===== src/rtl/pc_call_stack.sv =====
// Program counter with a hardware call/return stack for the convolution RISC core.
// All state changes happen on the rising clk edge. Every output comes straight from a flop.
module pc_call_stack #(
    parameter int unsigned AW         = 9,
    parameter int unsigned DW         = 32,
    parameter int unsigned DEPTH      = 8,
    parameter int unsigned RESET_ADDR = 0
) (
    input  logic                       clk,
    input  logic                       rst_n,
    input  logic                       en,
    input  logic                       complete,
    input  logic                       inc,
    input  logic                       w_en,
    input  logic                       br_en,
    input  logic [DW-1:0]              br_off,
    input  logic                       call,
    input  logic                       ret,
    input  logic [DW-1:0]              data_in,
    output logic [AW-1:0]              instruction_address,
    output logic                       running,
    output logic                       halted,
    output logic [$clog2(DEPTH+1)-1:0] stack_level,
    output logic                       stack_ovf,
    output logic                       stack_unf
);

    localparam int unsigned LW = $clog2(DEPTH + 1);
    localparam int unsigned PW = (DEPTH > 1) ? $clog2(DEPTH) : 1;

    // Architectural state
    logic [AW-1:0] pc_q,      pc_d;
    logic          running_q, running_d;
    logic          halted_q,  halted_d;
    logic [LW-1:0] level_q,   level_d;
    logic          ovf_q,     ovf_d;
    logic          unf_q,     unf_d;

    // Return-address storage. It is deliberately left without a reset; level_q decides what is valid.
    logic [AW-1:0] stack_mem [DEPTH];

    // Datapath helpers
    logic [AW-1:0] pc_inc_c;
    logic [AW-1:0] target_c;
    logic [AW-1:0] br_sum_c;
    logic [AW-1:0] pop_data_c;
    logic [PW-1:0] push_idx_c;
    logic [PW-1:0] pop_idx_c;
    logic          can_push_c;
    logic          can_pop_c;
    logic          stack_we_c;

    // Only the low AW bits of the wide operands drive the PC.
    generate
        if (DW > AW) begin : g_hi_bits
            logic unused_hi;
            assign unused_hi = ^{data_in[DW-1:AW], br_off[DW-1:AW]};
        end
    endgenerate

    // Address arithmetic. Every sum wraps modulo 2^AW.
    always_comb begin
        pc_inc_c   = pc_q + AW'(1);
        target_c   = data_in[AW-1:0];
        br_sum_c   = pc_q + br_off[AW-1:0];
        can_pop_c  = (level_q != '0);
        can_push_c = (level_q < LW'(DEPTH));
        push_idx_c = PW'(level_q);
        pop_idx_c  = can_pop_c ? PW'(level_q - LW'(1)) : '0;
        pop_data_c = stack_mem[pop_idx_c];
    end

    // Next-state logic: latch the start request, then apply one prioritised action per edge.
    always_comb begin
        pc_d       = pc_q;
        running_d  = running_q;
        halted_d   = halted_q;
        level_d    = level_q;
        ovf_d      = ovf_q;
        unf_d      = unf_q;
        stack_we_c = 1'b0;

        if (!running_q) begin
            if (en) begin
                running_d = 1'b1;
            end
        end else if (!halted_q) begin
            if (complete) begin
                halted_d = 1'b1;
            end else if (ret) begin
                // A simultaneous call is dropped.
                if (can_pop_c) begin
                    pc_d    = pop_data_c;
                    level_d = level_q - LW'(1);
                end else begin
                    unf_d = 1'b1;
                end
            end else if (call) begin
                // A call into a full stack neither pushes nor jumps.
                if (can_push_c) begin
                    stack_we_c = 1'b1;
                    level_d    = level_q + LW'(1);
                    pc_d       = target_c;
                end else begin
                    ovf_d = 1'b1;
                end
            end else if (w_en) begin
                pc_d = target_c;
            end else if (br_en) begin
                pc_d = br_sum_c;
            end else if (inc) begin
                pc_d = pc_inc_c;
            end
        end
    end

    // State register
    always_ff @(posedge clk or negedge rst_n) begin
        if (!rst_n) begin
            pc_q      <= AW'(RESET_ADDR);
            running_q <= 1'b0;
            halted_q  <= 1'b0;
            level_q   <= '0;
            ovf_q     <= 1'b0;
            unf_q     <= 1'b0;
        end else begin
            pc_q      <= pc_d;
            running_q <= running_d;
            halted_q  <= halted_d;
            level_q   <= level_d;
            ovf_q     <= ovf_d;
            unf_q     <= unf_d;
        end
    end

    // Stack write: store the return address (PC+1, wrapped) at the current top.
    always_ff @(posedge clk) begin
        if (stack_we_c) begin
            stack_mem[push_idx_c] <= pc_inc_c;
        end
    end

    // Outputs come straight from the state flops.
    assign instruction_address = pc_q;
    assign running             = running_q;
    assign halted              = halted_q;
    assign stack_level         = level_q;
    assign stack_ovf           = ovf_q;
    assign stack_unf           = unf_q;

endmodule


===== config.mk =====
export PLATFORM = sky130hd
export DESIGN_NAME = pc_call_stack
export DESIGN_NICKNAME = d
export VERILOG_FILES = /design/src/rtl/pc_call_stack.sv
export SDC_FILE = /design/constraint.sdc
export NUM_CORES = 1
export LEC_CHECK = 0
export BUFFER_PORTS_ARGS = -buffer_cell sky130_fd_sc_hd__buf_4
export CAP_MARGIN = 10
export CORE_MARGIN = 5
export CORE_UTILIZATION = 40
export DETAILED_ROUTE_END_ITERATION = 10
export PLACE_DENSITY = 0.67
export SYNTH_ARGS = -nofsm -noshare
export SYNTH_HDL_FRONTEND = slang
export SYNTH_SLANG_ARGS = --single-unit
export TNS_END_PERCENT = 5

===== constraint.sdc =====
create_clock -name clk -period 3.82 [get_ports clk]
set_input_delay 0.573 -clock clk [delete_from_list [all_inputs] [get_ports clk]]
set_output_delay 0.573 -clock clk [all_outputs]
set_load 0.03 [all_outputs]

# Word level (Yosys, flattened, before mapping)

Memory sizes are Yosys's and may differ from the RTL's.
Cells that the tools add are included.

Logic and storage cells: 51
Bits in writable memories: 72
Input bits: 73
Register bits: 17
Output and inout bits: 17
Memories: 1

Memory list:

| name      | words | bits a word | rd ports | clocked after memory_dff | wr ports | RTL line | source |
|---|---|---|---|---|---|---|---|
| stack_mem | 8     | 9           | 1        | 0                        | 1        | 40       | `logic [AW-1:0] stack_mem [DEPTH];` |

Reduce and logical (&&, ||, !) cells: 8
Multiplexer cells: 24
Equal/unequal tests: 2
$add $sub $neg: 4
Magnitude comparators: 1
Bitwise operators: 5

Operator list:

| operator                                          | count |
|---|---|
| 2-to-1 mux 9 bit                                  | 7 |
| AND reduction 6 bit                               | 3 |
| 2-to-1 mux 4 bit                                  | 4 |
| 2-to-1 mux 1 bit                                  | 12 |
| adder 9 x 1 -> 9 bit, second input constant       | 1 |
| adder 9 bit                                       | 1 |
| NOT 1 bit                                         | 5 |
| AND reduction 5 bit                               | 1 |
| nonzero test 5 bit                                | 1 |
| adder 4 x 1 -> 4 bit, second input constant       | 1 |
| less-than comparator 4 bit, second input constant | 1 |
| nonzero test 2 bit                                | 2 |
| nonzero test 4 bit                                | 1 |
| subtractor 4 x 1 -> 4 bit, second input constant  | 1 |
| 2-to-1 mux 3 bit                                  | 1 |
| != test 3 x 1 -> 1 bit, second input constant     | 1 |
| != test 2 x 1 -> 1 bit, second input constant     | 1 |

# Depth between registers and ports, before layout

Gate-level depths: netlist (run 1).

Depth in word-level cells: 9
Depth in mapped cells: 11
Gate-level depth less buffers: 9

# Least setup slack after synthesis (run 1)

OpenSTA, ideal clock, no wires.

Kind: reg-to-reg
Start: register level_q[0], in the netlist stack_level[0]
End: register pc_q[3], in the netlist instruction_address[3]
Required time: 3,692 ps
Cell stages (with the launch flop): 10
Slack: 1,195 ps
Period minus slack after synthesis: 2,625 ps
Data arrival time: 2,497 ps
Library setup time: 128 ps
Buffers on the path: 1
Path through: dfrtp_1 > buf_2 > inv_1 > ha_1 > nor3b_2 > nor2_2 > mux4_2 > a22o_1 > a21oi_1 > o21ai_0

Longest elaborated chain between the ends: 5
Elaborated cells on any way between the ends: 10
Classes of those cells: add/sub (1); order compare (1); eq/ne (2); mux (3); reduce/logical (2); memory (1)

Ends and longest elaborated chain:

| element                                                         | RTL line | source |
|---|---|---|
| from (decl)                                                     | 35       | `logic [LW-1:0] level_q, level_d;` |
| from (signal assigned)                                          | 130      | `level_q <= level_d;` |
| subtractor 4 x 1 -> 4 bit or nonzero test 4 bit (tied branches) | n/a      |  |
| 2-to-1 mux 3 bit                                                | 69       | `pop_idx_c = can_pop_c ? PW'(level_q - LW'(1)) : '0;` |
| memory (8 x 9 bit)                                              | n/a      |  |
| 2-to-1 mux 9 bit                                                | 92       | `if (can_pop_c) begin` |
| 2-to-1 mux 9 bit                                                | 90       | `end else if (ret) begin` |
| to (signal assigned)                                            | 120      | `pc_q <= AW'(RESET_ADDR);` |
| to (signal assigned)                                            | 127      | `pc_q <= pc_d;` |
| to (decl)                                                       | 32       | `logic [AW-1:0] pc_q, pc_d;` |

Several ways; a longest one is shown, not always the timed one. The select of a mux whose other input is x is not followed.
A chain may end at the register's enable or synchronous reset.

# Worst setup path after layout (run 1)

Start: register level_q[1], in the netlist stack_level[1]
End: register pc_q[6], in the netlist instruction_address[6]

The elaborated chain is that of the path after synthesis.

==> results.ini, run 1 <==
[sta]
worst_pin_slew_ns=0.928
fin_skew_ns=0.00508
fin_ws_ns=1.04
fmax_mhz=360
setup_viol=0
layout_min_cycle_time_ns=2.78
max-slew-margin-rel_pct=37.9
tns_ns=0
fin_crit_sh_pct=72.7
rsz0062_at_grt=false
final-max-slew-violation-count=0
finalHoldViolations=0

[critical_path]
cp-end-kind=register
cp_max_fo=12
r2r-start=stack_level[1]$_DFFE_PN0P_
cp.required_ns=4.07
worstSetupPathType=reg2reg
critPathLaunchType=register
cp_data_arrival_time_ns=3.02
crit_start=stack_level[1]$_DFFE_PN0P_

[clock_tree]
clk_pin_slew_ns=0.09
post-cts-setup-buffer-count=0
insertion_delay_ns=0.36
htreeDepth=3
cts_buffer_depth=2
clock-sinks=89
numCtsBuffers=9
cts_hold_buf=0
cts_tree=built
cts_resized=0
root_buffer=clkbuf_8

[power]
p_seq_share_pct=48.0
pwr-share-clk_pct=27.4
p_int_w=0.00170
switching_share_pct=31.1
ir_drop_v=0.000231
p_switching_w=0.000767
power_density_mw_per_mm2=493
p_comb_share_pct=24.6
leakagePower_nw=1.85

[floorplan]
die_h_um=114
core-area_mm2=0.0107
initial_utilization_pct=40.3
fp-row-count=38
die-width_um=114
die_area_mm2=0.0130
io_pins=90

[global_route]
gr-total-overflow=0
grt_pass1_wl_um=15400
grt_use_total_pct=15.2
antenna_found_initial=0
grt_pass1_vias=2994
grt_max_degree=23

[layout]
final_common_cell=edfxtp_1
final_cell_mix=72 x edfxtp_1, 50 x buf_4, 35 x nor2_1
nets=457
multi_input_area_mm2=0.00163
seqCellArea_mm2=0.00259
drive_gt1_share_pct=23.3
num-fill-cells=916
num_antenna_cells=0
syn_to_final_growth_pct=16.1

[routing]
drt-wirelength-per-cell_um=18.2
ant_nets=0
routed_wl_um=9390
drt_first_pass_iters=4
vias=2794
viasPerCell=5.40
drcViolationCount=0
dr.first_iter.drc_count=167

[synth]
async_flop_share_pct=19.1
ys_seq_area_share_pct=60.0
synth-edff-count=72
ys_seq_elements=89
netlist_area_mm2=0.00431
ys_warn_count=0
dominantRegCellSynth=edfxtp_1
synthCells=323
avgSynthCellArea_um2=13.4
ys_types=58
synth_nets=408

[placed_design]
dp_slack_ns=0.842
gp_congestion=0.877
port_buffers=43
dp.final_hpwl_um=6830

[hold_path]
min_path_type=in2async

[outcome]
status=finished clean

[run]
cap_viol_max_count=0

cell families after synthesis:
group,synth area share [%]
xor gates and xnor gates,3.05
AOI/OAI and AO/OA,11.3
and+or+nand+nor,10.6
buffers and inverters,2.32
muxes,9.05
DFF,60.0
adders and majority gates,3.65
sequential cells by signal, summed over array words and instances, names as in the netlist:
| register | count |
|---|---|
| halted | 1 |
| stack_level | 4 |
| stack_unf | 1 |
| running | 1 |
| instruction_address | 9 |
| stack_ovf | 1 |
| stack_mem | 72 |
cells in the mapped netlist, types with 2 or more instances:
master / instances / area, um^2
nor2_1: 35 / 131
o22ai_1: 6 / 37.5
buf_6: 2 / 22.5
or2_2: 2 / 12.5
mux4_2: 12 / 270
nor2b_1: 5 / 31.3
nand2_1: 15 / 56.3
a211oi_1: 5 / 37.5
edfxtp_1: 72 / 2160
a21o_1: 4 / 30.0
o21ai_1: 3 / 15.0
o221ai_1: 2 / 17.5
inv_1: 9 / 33.8
o21ai_0: 9 / 45.0
a2111oi_0: 4 / 35.0
nand3_1: 9 / 45.0
or3_1: 2 / 12.5
o21bai_1: 2 / 15.0
and3_1: 4 / 25.0
nand2b_1: 3 / 18.8
buf_2: 2 / 10.0
a21oi_1: 13 / 65.1
dfrtp_1: 17 / 425
nor3_1: 7 / 35.0
nor3b_1: 2 / 15.0
a221oi_1: 3 / 26.3
mux2i_1: 12 / 120
xor2_1: 6 / 52.6
clkbuf_1: 7 / 26.3
xnor2_1: 9 / 78.8
a22o_1: 3 / 26.3
ha_1: 11 / 138
worst max-delay path, stage by stage, from the launching register on:
cell and delay (ns):
dfrtp_1 0.48, inv_1 0.13, ha_1 0.23, nor2b_1 0.20, a21o_1 0.53, buf_4 0.30, mux4_2 0.34, a22o_1 0.25
a21oi_1 0.11, o21ai_1 0.08
path summary, 6_finish.rpt:
check / end / cells after the start / slack, ns
hold / removal: stack_level[1]$_DFFE_PN0P_ / 1 / 0.07
min in group clk: running$_DFF_PN0_ / 2 / 0.40
setup / recovery: instruction_address[6]$_DFFE_PN0P_ / 9 / 1.04
hold reg to reg: stack_unf$_DFFE_PN0P_ / 1 / 0.49
setup reg to reg: instruction_address[6]$_DFFE_PN0P_ / 9 / 1.04
max in group asynchronous: instruction_address[6]$_DFFE_PN0P_ / 1 / 3.55
per-layer routing:
layer | global-route usage (%) | part of all wire, % | routed length (um)
met1 | 19.3 | 44 | 4120
met2 | 25.9 | 50 | 4680
met3 | 3.40 | 4.8 | 453
met4 | 5.23 | 1.4 | 134
met5 | 0 | 0 | 0
power groups by stage:
stage               combinational [W]  sequential [W]  clock, W
floorplan                    0.000384         0.00124         0
global placement             0.000589         0.00120         0
detailed placement           0.000607         0.00120         0
CTS                          0.000612         0.00118  0.000688
global route                 0.000672         0.00119  0.000731
finish                       0.000608         0.00118  0.000676
through the flow:
| stage | area (um^2) | power (W) | hold WS (ns) | cells | util (%) |
|---|---|---|---|---|---|
| floorplan | 4310 | 0.00163 | 0.277 | 323 | - |
| global placement | 4800 | 0.00179 | 0.455 | 501 | 44.9 |
| detailed placement | 4800 | 0.00181 | 0.458 | 501 | 44.9 |
| CTS | 5010 | 0.00248 | 0.0603 | 517 | 46.8 |
| global route | 5010 | 0.00259 | 0.0639 | 517 | 46.8 |
| finish | 5010 | 0.00247 | 0.0661 | 517 | 46.8 |
final cells by class:
class	count	area share (%)
timing repair buffer	50	7.50
sequential	89	51.7
clock inverter	7	1.70
inverter	9	0.675
clock buffer	9	2.47
multi-input combinational	213	32.5
tap	140	3.50
Power figures use the tool's default switching activity.
==> run 2, diff against run 1 <==
==> constraint.sdc (replaced) <==
create_clock -name clk -period 2.8 [get_ports clk]
set_input_delay 0.42 -clock clk [delete_from_list [all_inputs] [get_ports clk]]
set_output_delay 0.42 -clock clk [all_outputs]
set_load 0.03 [all_outputs]
==> results.ini, run 2 (same netlist as run 1, synthesis figures left out) <==
[outcome]
status=finished clean

[sta]
layout_min_cycle_time_ns=2.49
fmax_mhz=402
fin_crit_sh_pct=88.9
fin_skew_ns=0.00777
tns_ns=0
final-max-slew-violation-count=0
finalHoldViolations=0
max-slew-margin-rel_pct=50.1
worst_pin_slew_ns=0.743
rsz0062_at_grt=false
setup_viol=0

[global_route]
grt_pass1_wl_um=15400
grt_max_degree=23
grt_use_total_pct=15.2
grt_pass1_vias=2970
antenna_found_initial=0
gr-total-overflow=0

[clock_tree]
clk_pin_slew_ns=0.09
cts_buffer_depth=2
clock-sinks=89
numCtsBuffers=9
cts_tree=built
root_buffer=clkbuf_8
htreeDepth=3
post-cts-setup-buffer-count=0
insertion_delay_ns=0.36

[placed_design]
port_buffers=43
dp.final_hpwl_um=6870
gp_congestion=0.862
dp_cells=515

[routing]
drt-wirelength-per-cell_um=17.8
drt_first_pass_iters=4
dr.first_iter.drc_count=194
viasPerCell=5.41
vias=2880
routed_wl_um=9490
drcViolationCount=0
ant_nets=0

[floorplan]
fp-row-count=38
die-width_um=114
core-area_mm2=0.0107
die_h_um=114
io_pins=90
die_area_mm2=0.0130
initial_utilization_pct=40.3

[power]
switching_share_pct=29.6
p_int_w=0.00244
pwr-share-clk_pct=28.1
ir_drop_v=0.000268
p_seq_share_pct=46.5
power_density_mw_per_mm2=672
p_comb_share_pct=25.4
p_switching_w=0.00103
leakagePower_nw=1.93

[layout]
regMostFlops=stack_mem
final_common_cell=edfxtp_1
syn_to_final_growth_pct=19.4
layout.cells.non_filler=532
num_antenna_cells=0
drive_gt1_share_pct=26.0
final_cell_mix=72 x edfxtp_1, 63 x buf_4, 35 x nor2_1
nets=472
largest_reg_flops=72

[critical_path]
cp-end-kind=register
worstSetupPathType=reg2reg
cp_max_fo=7
cp.required_ns=3.10
cp_data_arrival_time_ns=2.79
critPathLaunchType=register

[hold_path]
min_path_type=in2reg

[run]
cap_viol_max_count=0

run 2: cell count changes in the layout (fill, tap and decap cells not counted):
cell	change
buf_4	+13
clkinv_4	+3
inv_8	-2
buf_12	+1
bufinv_16	+1
clkinvlp_4	-1
dlygate4sd3_1	+1
inv_6	-1
run 2: layer usage:
metal | global-route usage [%] | vias to the layer above | share of wire (%) | wire length [um]
met3 | 3.40 | 13 | 4.4 | 415
li1 | - | 1377 | - | -
met4 | 5.07 | 0 | 1.4 | 137
met1 | 19.1 | 1414 | 43 | 4130
met5 | 0 | - | 0 | 0
met2 | 26.1 | 76 | 51 | 4810
run 2: final timing paths:
kind / start / end / slack, ns / cells past startpoint
worst min register to register: halted$_DFFE_PN0P_ / halted$_DFFE_PN0P_ / 0.49 / 1
max in group asynchronous: rst_n / instruction_address[6]$_DFFE_PN0P_ / 2.12 / 2
worst max register to register: instruction_address[1]$_DFFE_PN0P_ / instruction_address[5]$_DFFE_PN0P_ / 0.31 / 7
min in group asynchronous: rst_n / instruction_address[5]$_DFFE_PN0P_ / 0.49 / 2
worst min-delay path: en / running$_DFF_PN0_ / 0.25 / 2
worst max-delay path: instruction_address[1]$_DFFE_PN0P_ / instruction_address[5]$_DFFE_PN0P_ / 0.31 / 7
run 2: final cells by class:
| cell class | instances | area, um^2 |
|---|---|---|
| fillers | 926 | 5550 |
| flip-flops and latches | 89 | 2590 |
| multi-input cells | 213 | 1630 |
| repair buffers | 65 | 503 |
| well taps | 140 | 175 |
| clock buffers | 9 | 124 |
| clock inverters | 7 | 103 |
| inverters | 9 | 33.8 |
run 2: stage by stage:
step	cell area (um^2)	util [%]	hold slack, ns	worst slack (ns)	total power (W)
2_1_floorplan	4310	-	0.124	0.175	0.00222
3_3_place_gp	4920	46.0	0.302	0.341	0.00249
3_5_place_dp	4920	46.0	0.302	0.293	0.00251
4_1_cts	5150	48.2	0.239	0.342	0.00349
5_1_grt	5150	48.2	0.236	0.192	0.00364
6_report	5150	48.2	0.253	0.311	0.00346
run 2: what timing repair did:
item | in CTS | in global routing
hold buffers | 1 | 0
hold endpoints to repair | 17 | 0
resized for setup | 0 | 0
run 2: worst max-delay path, cell delays in order, from the launching register on:
cell	delay [ns]
dfrtp_1	0.47
ha_1	0.32
a211oi_1	0.42
nor2_1	0.12
or4b_2	0.62
o2111a_1	0.16
o21ai_0	0.16
a221o_1	0.16
run 2: power groups by stage:
stage	registers, W	clock network, W	logic [W]
finish	0.00161	0.000974	0.000880
global route	0.00162	0.00106	0.000969
CTS	0.00161	0.000996	0.000883
detailed placement	0.00164	0	0.000875
global placement	0.00164	0	0.000853
floorplan	0.00169	0	0.000524
==> run 3, diff against run 2 <==
--- a/config.mk
+++ b/config.mk
@@ -7,10 +7,11 @@
 export LEC_CHECK = 0
 export BUFFER_PORTS_ARGS = -buffer_cell sky130_fd_sc_hd__buf_4
 export CAP_MARGIN = 10
-export CORE_MARGIN = 5
+export CORE_MARGIN = 2
 export CORE_UTILIZATION = 40
 export DETAILED_ROUTE_END_ITERATION = 10
 export PLACE_DENSITY = 0.67
+export SETUP_SLACK_MARGIN = 0.5
 export SYNTH_ARGS = -nofsm -noshare
 export SYNTH_HDL_FRONTEND = slang
 export SYNTH_SLANG_ARGS = --single-unit
==> results.ini, run 3 (same netlist as run 1, synthesis figures left out) <==
[outcome]
status=finished clean

[power]
leakagePower_nw=1.99
power_density_mw_per_mm2=643
p_comb_share_pct=29.5
finalPower_w=0.00340
p_seq_share_pct=47.1
ir_drop_v=0.000240
p_int_w=0.00234
p_switching_w=0.00106
pwr-share-clk_pct=23.4
switching_share_pct=31.2

[sta]
final-max-slew-violation-count=0
setup_viol=0
rsz0062_at_grt=true
worst_pin_slew_ns=0.740
fin_crit_sh_pct=81.0
finalHoldViolations=0
fmax_mhz=441
layout_min_cycle_time_ns=2.27
max-slew-margin-rel_pct=50.3
fin_skew_ns=0.0101
tns_ns=0

[layout]
final_common_cell=buf_4
drive_gt1_share_pct=30.9
largest_reg_flops=72
num_antenna_cells=0
regMostFlops=stack_mem
nets=484
num-fill-cells=897
syn_to_final_growth_pct=22.5
final_cell_mix=73 x buf_4, 72 x edfxtp_1, 35 x nor2_1

[global_route]
gr-total-overflow=0
grt_max_degree=23
antenna_found_initial=0
grt_use_total_pct=18.3
met3_usage_pct=3.93
grt_use_met2_pct=29.4
met1_usage_pct=24.4
grt_pass1_vias=2949
top_usage_layer=met2
grt_pass1_wl_um=15700

[critical_path]
critPathLaunchType=register
cp_max_fo=8
path_common_cell=buf_12
cp_data_arrival_time_ns=2.51
crit_slowest_cell=mux4_2
cpPeakStageDelay_ns=0.49
path_cells=inv_4 -> ha_4 -> nor2b_4 -> a21o_1 -> buf_12 -> buf_12 -> mux4_2 -> a22o_1 -> a21oi_1 -> o21ai_1
cp.required_ns=3.04
cp-end-kind=register
worstSetupPathType=reg2reg

[floorplan]
die-width_um=108
fp-row-count=37
die_h_um=108
io_pins=90
core-area_mm2=0.0104
die_area_mm2=0.0116
initial_utilization_pct=41.4

[routing]
routed_wl_um=10100
viasPerCell=5.60
drt-wirelength-per-cell_um=18.7
vias=3024
dr.first_iter.drc_count=254
ant_nets=0
drcViolationCount=0
drt_first_pass_iters=4

[clock_tree]
cts_buffer_depth=2
cts_tree=built
clk_pin_slew_ns=0.09
clock-sinks=89
root_buffer=clkbuf_8
htreeDepth=3
insertion_delay_ns=0.35
numCtsBuffers=9

[placed_design]
dp.final_hpwl_um=6930
port_buffers=43
gp_congestion=0.830

[run]
cap_viol_max_count=0

[hold_path]
min_path_type=in2reg

==> run 3: cell types whose count changed in the layout (fill, tap and decap cells not counted), moves of 3 or more <==
cell	change
buf_4	+10
o21ai_0	-3
dfrtp_2	+4
dfrtp_1	-4
o21ai_1	+3
==> run 3: cell type report <==
type                       count  area [um^2]  share of cell area, %
tap                          136          170                   3.22
timing repair buffer          77          631                   11.9
inverter                       9         36.3                  0.687
multi-input combinational    213         1680                   31.8
clock inverter                 7         52.6                  0.994
sequential                    89         2590                   49.1
clock buffer                   9          124                   2.34
==> run 3: power groups by stage <==
stage | sequential (W) | combinational, W | clock [W]
6_report | 0.00160 | 0.00100 | 0.000797
5_1_grt | 0.00161 | 0.00110 | 0.000870
4_1_cts | 0.00160 | 0.000942 | 0.000819
3_5_place_dp | 0.00163 | 0.000895 | 0
3_3_place_gp | 0.00163 | 0.000868 | 0
2_1_floorplan | 0.00169 | 0.000528 | 0
==> run 3: repair_timing <==
item,in CTS,in global routing
hold buffers,1,0
endpoints found under the hold margin,17,0
pin swaps,1,3
buffers inserted,2,7
gates cloned,1,0
gates resized for setup,6,12
endpoints found under the setup margin,7,9
==> run 3: per-layer routing <==
metal | wire length [um] | up-vias
met5 | 0 | -
met4 | 221 | 0
met3 | 622 | 19
met2 | 4850 | 113
met1 | 4390 | 1496
li1 | - | 1396
==> run 3: path summary, 6_finish.rpt <==
path | from | to | slack, ns | depth (start not counted)
worst max-delay path | stack_level[0]$_DFFE_PN0P_ | instruction_address[4]$_DFFE_PN0P_ | 0.53 | 10
worst min-delay path | en | running$_DFF_PN0_ | 0.26 | 2
worst max register to register | stack_level[0]$_DFFE_PN0P_ | instruction_address[4]$_DFFE_PN0P_ | 0.53 | 10
worst min register to register | halted$_DFFE_PN0P_ | halted$_DFFE_PN0P_ | 0.49 | 1
max in group asynchronous | rst_n | instruction_address[1]$_DFFE_PN0P_ | 2.09 | 2
min in group asynchronous | rst_n | stack_level[2]$_DFFE_PN0P_ | 0.49 | 2
==> run 3: through the flow <==
stage	std cells	area, um^2	setup slack, ns	hold slack, ns	utilization, %
6_report	540	5290	0.531	0.257	50.7
5_1_grt	540	5290	0.470	0.249	50.7
4_1_cts	533	5180	0.456	0.241	49.8
3_5_place_dp	513	4940	0.315	0.304	47.4
3_3_place_gp	513	4940	0.368	0.302	47.4
2_1_floorplan	323	4330	0.323	0.124	-
==> run 3: worst max-delay path: cells and delay by family (launching register included) <==
| kind | cells | cell delay, ns |
|---|---|---|
| multiplexers | 1 | 0.49 |
| buffers and inverters | 3 | 0.36 |
| adder cells (fa/ha/maj) | 1 | 0.16 |
| AND/OR/NAND/NOR | 1 | 0.14 |
| flip-flops | 1 | 0.43 |
| AO/OA/AOI/OAI | 4 | 0.56 |
